File: src/rtl/chip8_pkg.sv
// Shared types and constants for the CHIP-8 Fx55/Fx65 register/RAM block mover.
package chip8_pkg;

    typedef enum logic [1:0] {
        IDLE  = 2'd0,
        XFER  = 2'd1,
        DRAIN = 2'd2,
        FIN   = 2'd3
    } state_e;

    localparam logic DIR_LOAD  = 1'b0;
    localparam logic DIR_STORE = 1'b1;

    localparam int RAM_LAT_MIN = 1;
    localparam int RAM_LAT_MAX = 4;

endpackage

File: src/rtl/chip8_lat_pipe.sv
// Delay line carrying a valid bit and register index alongside outstanding RAM reads.
module chip8_lat_pipe
    import chip8_pkg::*;
#(
    parameter int LAT   = RAM_LAT_MIN,
    parameter int IDX_W = 4
) (
    input  logic             clk,
    input  logic             res_n,
    input  logic             in_vld,
    input  logic [IDX_W-1:0] in_idx,
    output logic             out_vld,
    output logic [IDX_W-1:0] out_idx,
    output logic             pend
);

    logic [LAT-1:0]            vld_pipe_q;
    logic [LAT-1:0][IDX_W-1:0] idx_pipe_q;

    always_ff @(posedge clk) begin
        if (!res_n) begin
            vld_pipe_q <= '0;
            idx_pipe_q <= '0;
        end else begin
            vld_pipe_q[0] <= in_vld;
            idx_pipe_q[0] <= in_idx;
            for (int i = 1; i < LAT; i++) begin
                vld_pipe_q[i] <= vld_pipe_q[i-1];
                idx_pipe_q[i] <= idx_pipe_q[i-1];
            end
        end
    end

    assign out_vld = vld_pipe_q[LAT-1];
    assign out_idx = idx_pipe_q[LAT-1];

    // pend: reads still in flight behind the one being written back this cycle
    generate
        if (LAT > 1) begin : g_pend
            assign pend = |vld_pipe_q[LAT-2:0];
        end else begin : g_nopend
            assign pend = 1'b0;
        end
    endgenerate

endmodule

File: src/rtl/chip8_reg_dma.sv
// CHIP-8 Fx55/Fx65 engine: moves V0..Vx to/from RAM at I.
// Define CHIP8_I_INCR_EN for the COSMAC behaviour where I advances to I+x+1 on completion.
module chip8_reg_dma
    import chip8_pkg::*;
#(
    parameter int DATA_W  = 8,
    parameter int ADDR_W  = 12,
    parameter int NREG    = 16,
    parameter int IDX_W   = (NREG > 1) ? $clog2(NREG) : 1,
    parameter int RAM_LAT = 1
) (
    input  logic              clk,
    input  logic              res_n,
    input  logic              start,
    input  logic              dir,
    input  logic [IDX_W-1:0]  last,
    input  logic [ADDR_W-1:0] base,
    output logic              busy,
    output logic              done,
    output logic [IDX_W-1:0]  reg_idx,
    input  logic [DATA_W-1:0] reg_rdata,
    output logic              reg_we,
    output logic [DATA_W-1:0] reg_wdata,
    output logic              ram_en,
    output logic              ram_wr,
    output logic [ADDR_W-1:0] ram_addr,
    output logic [DATA_W-1:0] ram_wdata,
    input  logic [DATA_W-1:0] ram_rdata,
    output logic              i_upd,
    output logic [ADDR_W-1:0] i_next
);

    localparam int LAT = (RAM_LAT < RAM_LAT_MIN) ? RAM_LAT_MIN :
                         (RAM_LAT > RAM_LAT_MAX) ? RAM_LAT_MAX : RAM_LAT;
    localparam logic [IDX_W-1:0] LAST_MAX = IDX_W'(NREG - 1);

    state_e            state_q, state_d;
    logic [IDX_W-1:0]  k_q, k_d, last_q, last_d, last_clamp;
    logic [ADDR_W-1:0] base_q, base_d;
    logic              dir_q, dir_d, start_q;
    logic              accept, push, pend, pipe_vld;
    logic [IDX_W-1:0]  pipe_idx;

    // Only a fresh rising edge of start counts, so a held start cannot retrigger.
    assign accept     = start & ~start_q & (state_q == IDLE);
    assign last_clamp = (32'(last) >= NREG) ? LAST_MAX : last;
    assign push       = (state_q == XFER) && (dir_q == DIR_LOAD);

    chip8_lat_pipe #(.LAT(LAT), .IDX_W(IDX_W)) u_pipe (
        .clk     (clk),
        .res_n   (res_n),
        .in_vld  (push),
        .in_idx  (k_q),
        .out_vld (pipe_vld),
        .out_idx (pipe_idx),
        .pend    (pend)
    );

    always_ff @(posedge clk) begin
        if (!res_n) begin
            state_q <= IDLE;
            k_q     <= '0;
            last_q  <= '0;
            base_q  <= '0;
            dir_q   <= DIR_LOAD;
            start_q <= 1'b0;
        end else begin
            state_q <= state_d;
            k_q     <= k_d;
            last_q  <= last_d;
            base_q  <= base_d;
            dir_q   <= dir_d;
            start_q <= start;
        end
    end

    always_comb begin
        state_d = state_q;
        k_d     = k_q;
        last_d  = last_q;
        base_d  = base_q;
        dir_d   = dir_q;
        case (state_q)
            IDLE: begin
                if (accept) begin
                    dir_d   = dir;
                    last_d  = last_clamp;
                    base_d  = base;
                    k_d     = '0;
                    state_d = XFER;
                end
            end
            XFER: begin
                k_d = k_q + IDX_W'(1);
                if (k_q == last_q) begin
                    k_d     = '0;
                    state_d = (dir_q == DIR_STORE) ? FIN : DRAIN;
                end
            end
            DRAIN:   if (!pend) state_d = FIN;
            FIN:     state_d = IDLE;
            default: state_d = IDLE;
        endcase
    end

    always_comb begin
        busy      = (state_q != IDLE);
        done      = (state_q == FIN);
        ram_en    = 1'b0;
        ram_wr    = 1'b0;
        ram_addr  = '0;
        ram_wdata = '0;
        reg_we    = pipe_vld;
        reg_idx   = pipe_vld ? pipe_idx : '0;
        reg_wdata = pipe_vld ? ram_rdata : '0;
        if (state_q == XFER) begin
            ram_en   = 1'b1;
            ram_wr   = dir_q;
            ram_addr = base_q + ADDR_W'(k_q);
            if (dir_q == DIR_STORE) begin
                reg_idx   = k_q;
                ram_wdata = reg_rdata;
            end
        end
    end

`ifdef CHIP8_I_INCR_EN
    assign i_upd  = done;
    assign i_next = done ? (base_q + ADDR_W'(last_q) + ADDR_W'(1)) : base_q;
`else
    assign i_upd  = 1'b0;
    assign i_next = base_q;
`endif

endmodule

File: config.mk
export PLATFORM = sky130hd
export DESIGN_NAME = chip8_reg_dma
export DESIGN_NICKNAME = d
export VERILOG_FILES = /design/src/rtl/chip8_pkg.sv /design/src/rtl/chip8_lat_pipe.sv /design/src/rtl/chip8_reg_dma.sv
export SDC_FILE = /design/constraint.sdc
export NUM_CORES = 1
export LEC_CHECK = 0
export ABC_AREA = 1
export BUFFER_PORTS_ARGS = -buffer_cell sky130_fd_sc_hd__buf_2
export CAP_MARGIN = 30
export CELL_PAD_IN_SITES_DETAIL_PLACEMENT = 1
export CELL_PAD_IN_SITES_GLOBAL_PLACEMENT = 2
export CORE_AREA = 3 3 91 93
export DETAILED_ROUTE_END_ITERATION = 16
export DIE_AREA = 0 0 94 96
export PLACE_DENSITY = 0.88
export SYNTH_ARGS = -nofsm -noshare
export SYNTH_HDL_FRONTEND = slang
export SYNTH_SLANG_ARGS = --single-unit
File: constraint.sdc
create_clock -name clk -period 4.7 [get_ports clk]
set_clock_uncertainty 0.05 [all_clocks]
set_input_delay 0.94 -clock clk [delete_from_list [all_inputs] [get_ports clk]]
set_output_delay 0.94 -clock clk [all_outputs]
set_load 0.02 [all_outputs]
# Word level (Yosys, flattened, before mapping)
# Cells that the tools add are included.
# totals
n_memories	0
rom_bits	0
latchBits	0
mem_bits_rw	0
input_bits	36
register_bits	29
elab_cells	43
# classes
n_eq_ne	6
div_mod_pow	0
reduce_logical	7
shift	0
magnitude_cmp	0
mux	16
bitwise	4
n_addsub	2
n_mul	0
# op_table
operator	n
2-to-1 mux 8 bit	3
2-to-1 mux 4 bit	5
adder 12 x 4 -> 12 bit	1
2-to-1 mux 12 bit	1
case mux 2 bit (4 select lines)	1
case mux 4 bit (2 select lines)	1
AND reduction 2 bit	3
adder 4 x 1 -> 4 bit, second input constant	1
== test 2 bit, second input constant	2
== test 4 bit	1
2-to-1 mux 2 bit	2
inequality test 2 bit, second input constant	2
nonzero test 2 bit	2
2-to-1 mux 1 bit	3
AND 1 bit	2
== test 2 x 1 -> 1 bit, second input constant	1
zero test 2 bit	1
inverter 1 bit	2
logical AND 1 bit	1

# Longest topological paths before layout
# Gate-level depths: netlist of the first run.
# depth
depth_word	5
mapped_depth	9
mapped_depth_nobuf	9

# Modules after synthesis
# Synthesis of the first run repeated with hierarchy kept, for this count alone.
# unflattened
cells_unflattened	274
area_unflattened_um2	1741.7
# modules_own_cells
mod	seq_area_each_um2	n_inst	area_each_um2	cells_each
chip8_reg_dma	480.5	1	1592.8	257
chip8_lat_pipe	100.1	1	148.9	17

# Least setup slack after synthesis of the first run
# Ideal clock, no wire load.
# synth_timing
path_kind	register -> output
startpoint	register base_q[0] (netlist: i_next[0])
endpoint	output port ram_addr[4]
setup_slack_ps	1948
arrival_time_ps	1762
path_stages_with_launch	8
t_required_ps	3710
n_path_buf	0
path_cell_list	dfxtp_1 > ha_1 > fa_1 > nand3_1 > nand2_1 > nand2_1 > inv_1 > nor3_1
# synth_via
elab_chain_cells	2
# synth_lines
element	line_no	source
start: declaration	chip8_reg_dma.sv:39	logic [ADDR_W-1:0] base_q, base_d;
start signal: assignment	chip8_reg_dma.sv:71	base_q <= base_d;
adder 12 x 4 -> 12 bit	chip8_reg_dma.sv:119	ram_addr = base_q + ADDR_W'(k_q);
2-to-1 mux 12 bit	chip8_reg_dma.sv:116	if (state_q == XFER) begin
end: declaration	chip8_reg_dma.sv:26	output logic [ADDR_W-1:0] ram_addr,
# Every way passes these cells.

# Worst setup path in the final report of the first run
# layout_timing
startpoint	register state_q[1]
endpoint	output port reg_idx[0]
# layout_via
elab_chain_cells	2
# layout_lines
element	line_no	source
start: declaration	chip8_reg_dma.sv:37	state_e state_q, state_d;
start signal: assignment	chip8_reg_dma.sv:68	state_q <= state_d;
== test 2 x 1 -> 1 bit	chip8_reg_dma.sv:116	
2-to-1 mux 4 bit	chip8_reg_dma.sv:116	
end: declaration	chip8_reg_dma.sv:20	output logic [IDX_W-1:0] reg_idx,
# Every way passes these cells.

==> flow_summary.toml, run 1 <==
[final_layout]
syn_to_final_growth_pct = 33.45
finish.utilization_pct = 31.23
final_nets = 399
antenna_cells = 0
final_cell_area_um2 = 2376
drive_above_1_share_pct = 28.17
final-seq-area_um2 = 580.6
multi_input_area_um2 = 935.9
fillers = 1004

[clock_network]
clk_pin_slew_ps = 70
cts_max_level = 2
insertion_delay_ps = 290
cts-root-buf = "clkbuf_8"
cts_hold_buf = 0
clock_tree.buffer_depth = 2
cts_tree = "built"
postCtsSetupBuffers = 0
cts.sinks = 29
cts_buffers = 5
post_cts_resized = 0

[placement]
place_area_um2 = 2256
portBuffers = 84
dp_hpwl_mm = 4.562
gp_congestion = 0.8200

[sta]
period_minus_slack_ps = 3132
timing.setup.tns_ps = 0
maxSlewViolCount = 0
setup_viol = 0
min_period_over_period_pct = 66.63
worst_slew_pin_slew_ps = 556.7
fin_hold_ws_ps = 418.3
rsz0062_at_grt = "no"
fmax_mhz = 319.3
maxSlewHeadroom_pct = 62.79
hold_viol = 0

[worst_setup_path]
rr_startpoint = "state_q[1]"
r2r_cells = 8
rrSetupSlack_ps = 2740
crit_chain = "inv_1, ha_1, nand2_1, o21ai_0, buf_2"
end_kind = "output pin"
crit-reg2reg-capture = "state_q[0]"
cp.required_ps = 3710
crit_fanout = 18
cp.arrival_ps = 2140
cp_slowest_stage_delay_ps = 460
cp_slowest_cell = "ha_1"
start_kind = "flip-flop"
critical_path_class = "flip-flop to output pin"

[pwr]
ir_drop_uv = 153.3
finalPower_mw = 1.017
leakagePower_nw = 1.354
pwr_density_cell_nw_per_um2 = 428.0

[synth]
yosysUniqueCellTypes = 27
synth-seq-cells = 29
syn-cell-area_um2 = 1780
synth_warnings = 0
syn-instance-count = 273
avgSynthCellArea_um2 = 6.522
synth_ff_type = "dfxtp_1"
synth_edf_count = 0
async_reset_ff_share_pct = 0
syn_nets = 318
ys_seq_area_share_pct = 32.61

[floorplan]
die_area_um2 = 9024
coreArea_um2 = 7607
io_pins = 86
fp-row-count = 32
start_util_pct = 23.40
die_h_um = 96
die_x_um = 94

[grt]
grt_first_pass_wirelength_mm = 9.156
grt_util_all_layers_pct = 12.83
antenna_found_initial = 0
grt_pass1_vias = 1949
grt_overflow = 0
grt_max_degree = 30

[routing]
drt-total-wl_mm = 5.735
drcViolationCount = 0
initialDrtViolationCount = 78
post_drt_via_cell_ratio = 4.359
wl_per_cell_um = 12.55
vias = 1992
antenna_left = 0
first_pass_iters = 4

[run_status]
status = "finished, final reports clean"

[hold_path]
hold_path_class = "flip-flop to flip-flop"
whs_endpoint = "u_pipe.out_vld"
min_from = "dir_q"
hold_depth = 1

[job]
max_cap_viol_count = 0
==> flip-flops by register name (all words and copies together), names as in the netlist <==
register	flops
start_q	1
u_pipe.out_idx	4
state_q	2
u_pipe.out_vld	1
i_next	12
last_q	4
k_q	4
dir_q	1
==> report_power, final <==
part	leakage (nW)	switching, mW	total [mW]	internal [mW]
clock	0.0574	0.108	0.280	0.172
combinational	1.06	0.266	0.394	0.128
sequential	0.238	0.0515	0.343	0.292
==> worst max-delay path by stage <==
stage / cells past startpoint / endpoint / startpoint
after floorplan: 7 / ram_addr[4] / i_next[0]
after global placement: 5 / reg_idx[0] / state_q[1]
after detailed placement: 5 / reg_idx[0] / state_q[1]
after CTS: 5 / reg_idx[0] / state_q[1]
after global routing: 5 / reg_idx[0] / state_q[1]
final: 5 / reg_idx[0] / state_q[1]
==> cell usage after synthesis (all sizes together), types with 3 or more instances <==
master	n	share of area (%)
a21oi	28	7.9
buf	6	3.2
clkbuf	4	0.84
dfxtp	29	33
ha	8	5.6
inv	51	11
nand2	64	14
nand3	17	4.8
nor2	29	6.5
nor3	4	1.4
o21ai	23	7.7
xor2	3	1.5
==> cell families after synthesis <==
kind of cell | Yosys count | synth area share, %
adders and majority gates | 9 | 6.747
buffers and inverters | 61 | 14.83
xor gates and xnor gates | 3 | 1.476
DFF | 29 | 32.61
and+or+nand+nor | 116 | 27.34
AOI/OAI and AO/OA | 54 | 16.80
other | 1 | 0.2106
==> cell type report <==
class	instances	share of cell area (%)
timing repair buffer	84	17.69
sequential	29	24.43
tap	102	5.371
multi-input combinational	183	39.39
clock inverter	2	1.580
clock buffer	6	3.476
inverter	51	8.057
==> cell usage in the layout, fill, tap and decap left out, types with 6 or more instances in the layout <==
| cell | n |
|---|---|
| buf_2 | 84 |
| nand2_1 | 63 |
| nand3_1 | 17 |
| o21ai_0 | 19 |
| a21oi_1 | 28 |
| clkbuf_8 | 6 |
| nor2_1 | 28 |
| ha_1 | 8 |
| inv_1 | 50 |
| dfxtp_1 | 29 |
==> critical path: cells and delay by family, from the launching register on <==
family,cells,cell delay [ps]
flip-flops,1,340
buffers and inverters,2,290
AO/OA/AOI/OAI,1,300
AND/OR/NAND/NOR,1,460
adder cells (fa/ha/maj),1,460
==> metrics by stage <==
stage | setup slack (ps) | instances
after floorplan | 1948 | 273
after global placement | 1932 | 449
after detailed placement | 1824 | 449
after CTS | 1497 | 457
after global routing | 1258 | 457
final | 1568 | 457
==> metal layers <==
layer / wire length (um) / share of wire [%] / global-route usage (%) / vias to the layer above
li1: - / - / - / 1014
met1: 2619 / 46 / 16.45 / 906
met2: 2617 / 46 / 20.93 / 67
met3: 433 / 7.6 / 4.066 / 5
met4: 63 / 1.1 / 3.249 / 0
met5: 0 / 0 / 0 / -
No activity file was read; power rests on OpenSTA's default activity.
==> run 2, diff against run 1 <==
- ABC_AREA: 1 -> 0
- CORE_AREA: 3 3 91 93 -> 3 3 89 91
- DIE_AREA: 0 0 94 96 -> 0 0 92 94
- PLACE_DENSITY: 0.88 -> 0.85
- clock period: 4.7 -> 3.1 ns (I/O delays scaled with it)
==> run 2 against run 1 <==
- sequential power rose by 48%
- utilization is 0.85 points higher
- critical path type unchanged
- non-clock buffer count up 1
- worst hold slack better by 8.4 ps
- largest power group unchanged
- sequential cell count stayed put
- critical endpoint is now ram_addr[8]
- synthesized cell count down 20%
- highest routed layer unchanged
- critical path depth is 2 higher
- register-to-register slack lost 1600 ps
- combinational power increased by 61%
- count of clock-buffer cells in the layout is the same
- wire length decreased by 6.6%
- area after synthesis decreased by 4.1%
==> flow_summary.toml, run 2 <==
[run_status]
status = "finished, final reports clean"

[grt]
grt_overflow = 0
grt_max_degree = 28
grt_pass1_vias = 1875
grt_util_all_layers_pct = 12.82
antenna_found_initial = 0
grt_first_pass_wirelength_mm = 8.956

[sta]
fin_hold_ws_ps = 426.8
min_period_over_period_pct = 93.08
period_minus_slack_ps = 2885
setup_viol = 0
maxSlewHeadroom_pct = 53.00
worst_slew_pin_slew_ps = 704.2
timing.setup.tns_ps = 0
rsz0062_at_grt = "no"
maxSlewViolCount = 0
fmax_mhz = 346.6
hold_viol = 0
layout_setup_ws_ps = 214.7

[final_layout]
final_cell_area_um2 = 2315
final_common_cell = "buf_2"
final_nets = 346
fillers = 928
largest_reg_flops = 12
syn_to_final_growth_pct = 35.53
antenna_cells = 0
mostFrequentLayoutCells = "buf_2, nand2_1, dfxtp_1, a21boi_0, and2_1"
drive_above_1_share_pct = 32.12

[worst_setup_path]
end_kind = "output pin"
critical_path_class = "flip-flop to output pin"
cp.required_ps = 2430
start_kind = "flip-flop"
cp.arrival_ps = 2220
crit_fanout = 7

[clock_network]
cts_max_level = 2
cts_hold_buf = 0
cts_buffers = 5
cts.sinks = 29
clock_tree.buffer_depth = 2
cts_tree = "built"
cts-root-buf = "clkbuf_8"
clk_pin_slew_ps = 60
post_cts_resized = 1
insertion_delay_ps = 280
postCtsSetupBuffers = 0

[synth]
avgSynthCellArea_um2 = 7.799
ys_seq_area_share_pct = 33.99
ys_top_cells_by_count = "nand2_1, dfxtp_1, a21boi_0"
synth_top_area_cell = "dfxtp_1"
synth_warnings = 0
synth-seq-cells = 29
async_reset_ff_share_pct = 0
syn-instance-count = 219
yosysUniqueCellTypes = 36
synth_top_area_share_pct = 33.99
synth_edf_count = 0
syn_nets = 264
synth_most_common_cell = "nand2_1"
synth_ff_type = "dfxtp_1"
synthTopCellsByArea = "dfxtp_1, nand2_1, a21boi_0"
syn-cell-area_um2 = 1708

[pwr]
ir_drop_uv = 201.2
leakagePower_nw = 1.149
pwr_density_cell_nw_per_um2 = 623.3
finalPower_mw = 1.443

[routing]
drcViolationCount = 0
antenna_left = 0
top_layer = "met4"
met1Wirelength_mm = 2.362
first_pass_iters = 4
wl_per_cell_um = 13.35
initialDrtViolationCount = 32
post_drt_via_cell_ratio = 4.454
wl_met2_mm = 2.515
drt-total-wl_mm = 5.354
vias = 1786
dr_wl_met3_um = 402

[floorplan]
io_pins = 86
die_x_um = 92
die_h_um = 94
start_util_pct = 23.67
die_area_um2 = 8648
coreArea_um2 = 7214
fp-row-count = 31

[placement]
portBuffers = 84
gp_congestion = 0.7527
dp_slack_ps = 314.2
place_area_um2 = 2216
dp_hpwl_mm = 4.176

[job]
max_cap_viol_count = 0

[hold_path]
hold_path_class = "flip-flop to flip-flop"
## run 2: cell types whose count changed in the layout (fill, tap and decap cells not counted), moves of 4 or more
cell | before | now
or3_1 | 0 | 4
inv_1 | 50 | 8
and3_1 | 0 | 10
a21oi_1 | 28 | 6
a21boi_0 | 1 | 19
xnor2_1 | 0 | 9
nand2_1 | 63 | 48
nand3_1 | 17 | 5
nor2_1 | 28 | 13
o21ai_0 | 19 | 8
and2_1 | 0 | 15
## run 2: stage by stage
step           util (%)  std cells
2_1_floorplan         -        219
3_3_place_gp      30.71        393
3_5_place_dp      30.71        393
4_1_cts           31.93        401
5_1_grt           32.08        401
6_report          32.08        401
## run 2: cells by family (layout without fill, tap and decap cells)
| family | Yosys count | after routing | synth area share [%] |
|---|---|---|---|
| other | 1 | 1 | 0.2196 |
| AND/OR/NAND/NOR | 106 | 106 | 30.26 |
| buffers and inverters | 18 | 101 | 4.323 |
| adder cells (fa/ha/maj) | 9 | 9 | 7.033 |
| AO/OA/AOI/OAI | 44 | 44 | 18.02 |
| XOR/XNOR | 12 | 12 | 6.154 |
| flip-flops | 29 | 29 | 33.99 |
## run 2: worst paths after layout
check | startpoint | end | slack, ps | cells past startpoint
worst min register to register | last_q[3] | last_q[3] | 430 | 2
worst min-delay path | last_q[3] | last_q[3] | 430 | 2
worst max-delay path | k_q[0] | ram_addr[8] | 210 | 7
worst max register to register | state_q[0] | state_q[0] | 1120 | 5
## run 2: per-layer routing
layer  up-vias  global-route usage (%)
met2        60                   22.32
met3         8                   2.564
met1       820                   15.55
met4         0                   4.827
li1        898                       -
met5         -                       0
## run 2: final cells by class
class / count / area (um2) / share of cell area [%]
Clock inverter: 2 / 10.01 / 0.4324
Timing Repair Buffer: 85 / 427.9 / 18.49
Tap cell: 99 / 123.9 / 5.351
Inverter: 8 / 30.03 / 1.297
Sequential cell: 29 / 580.6 / 25.08
Multi-Input combinational cell: 172 / 1070 / 46.22
Clock buffer: 6 / 72.57 / 3.135
## run 2: critical path: stages (launching register included)
cell	delay [ps]
dfxtp_1	390
ha_1	250
fa_1	430
a211oi_2	340
nor4b_1	120
xnor2_1	140
nor2_1	90
buf_2	170
## run 2: power breakdown
group / total [mW] / switching [mW] / internal [mW] / leakage (nW)
clock network: 0.300 / 0.144 / 0.155 / 0.0450
registers: 0.507 / 0.0758 / 0.431 / 0.237
logic: 0.636 / 0.420 / 0.217 / 0.867
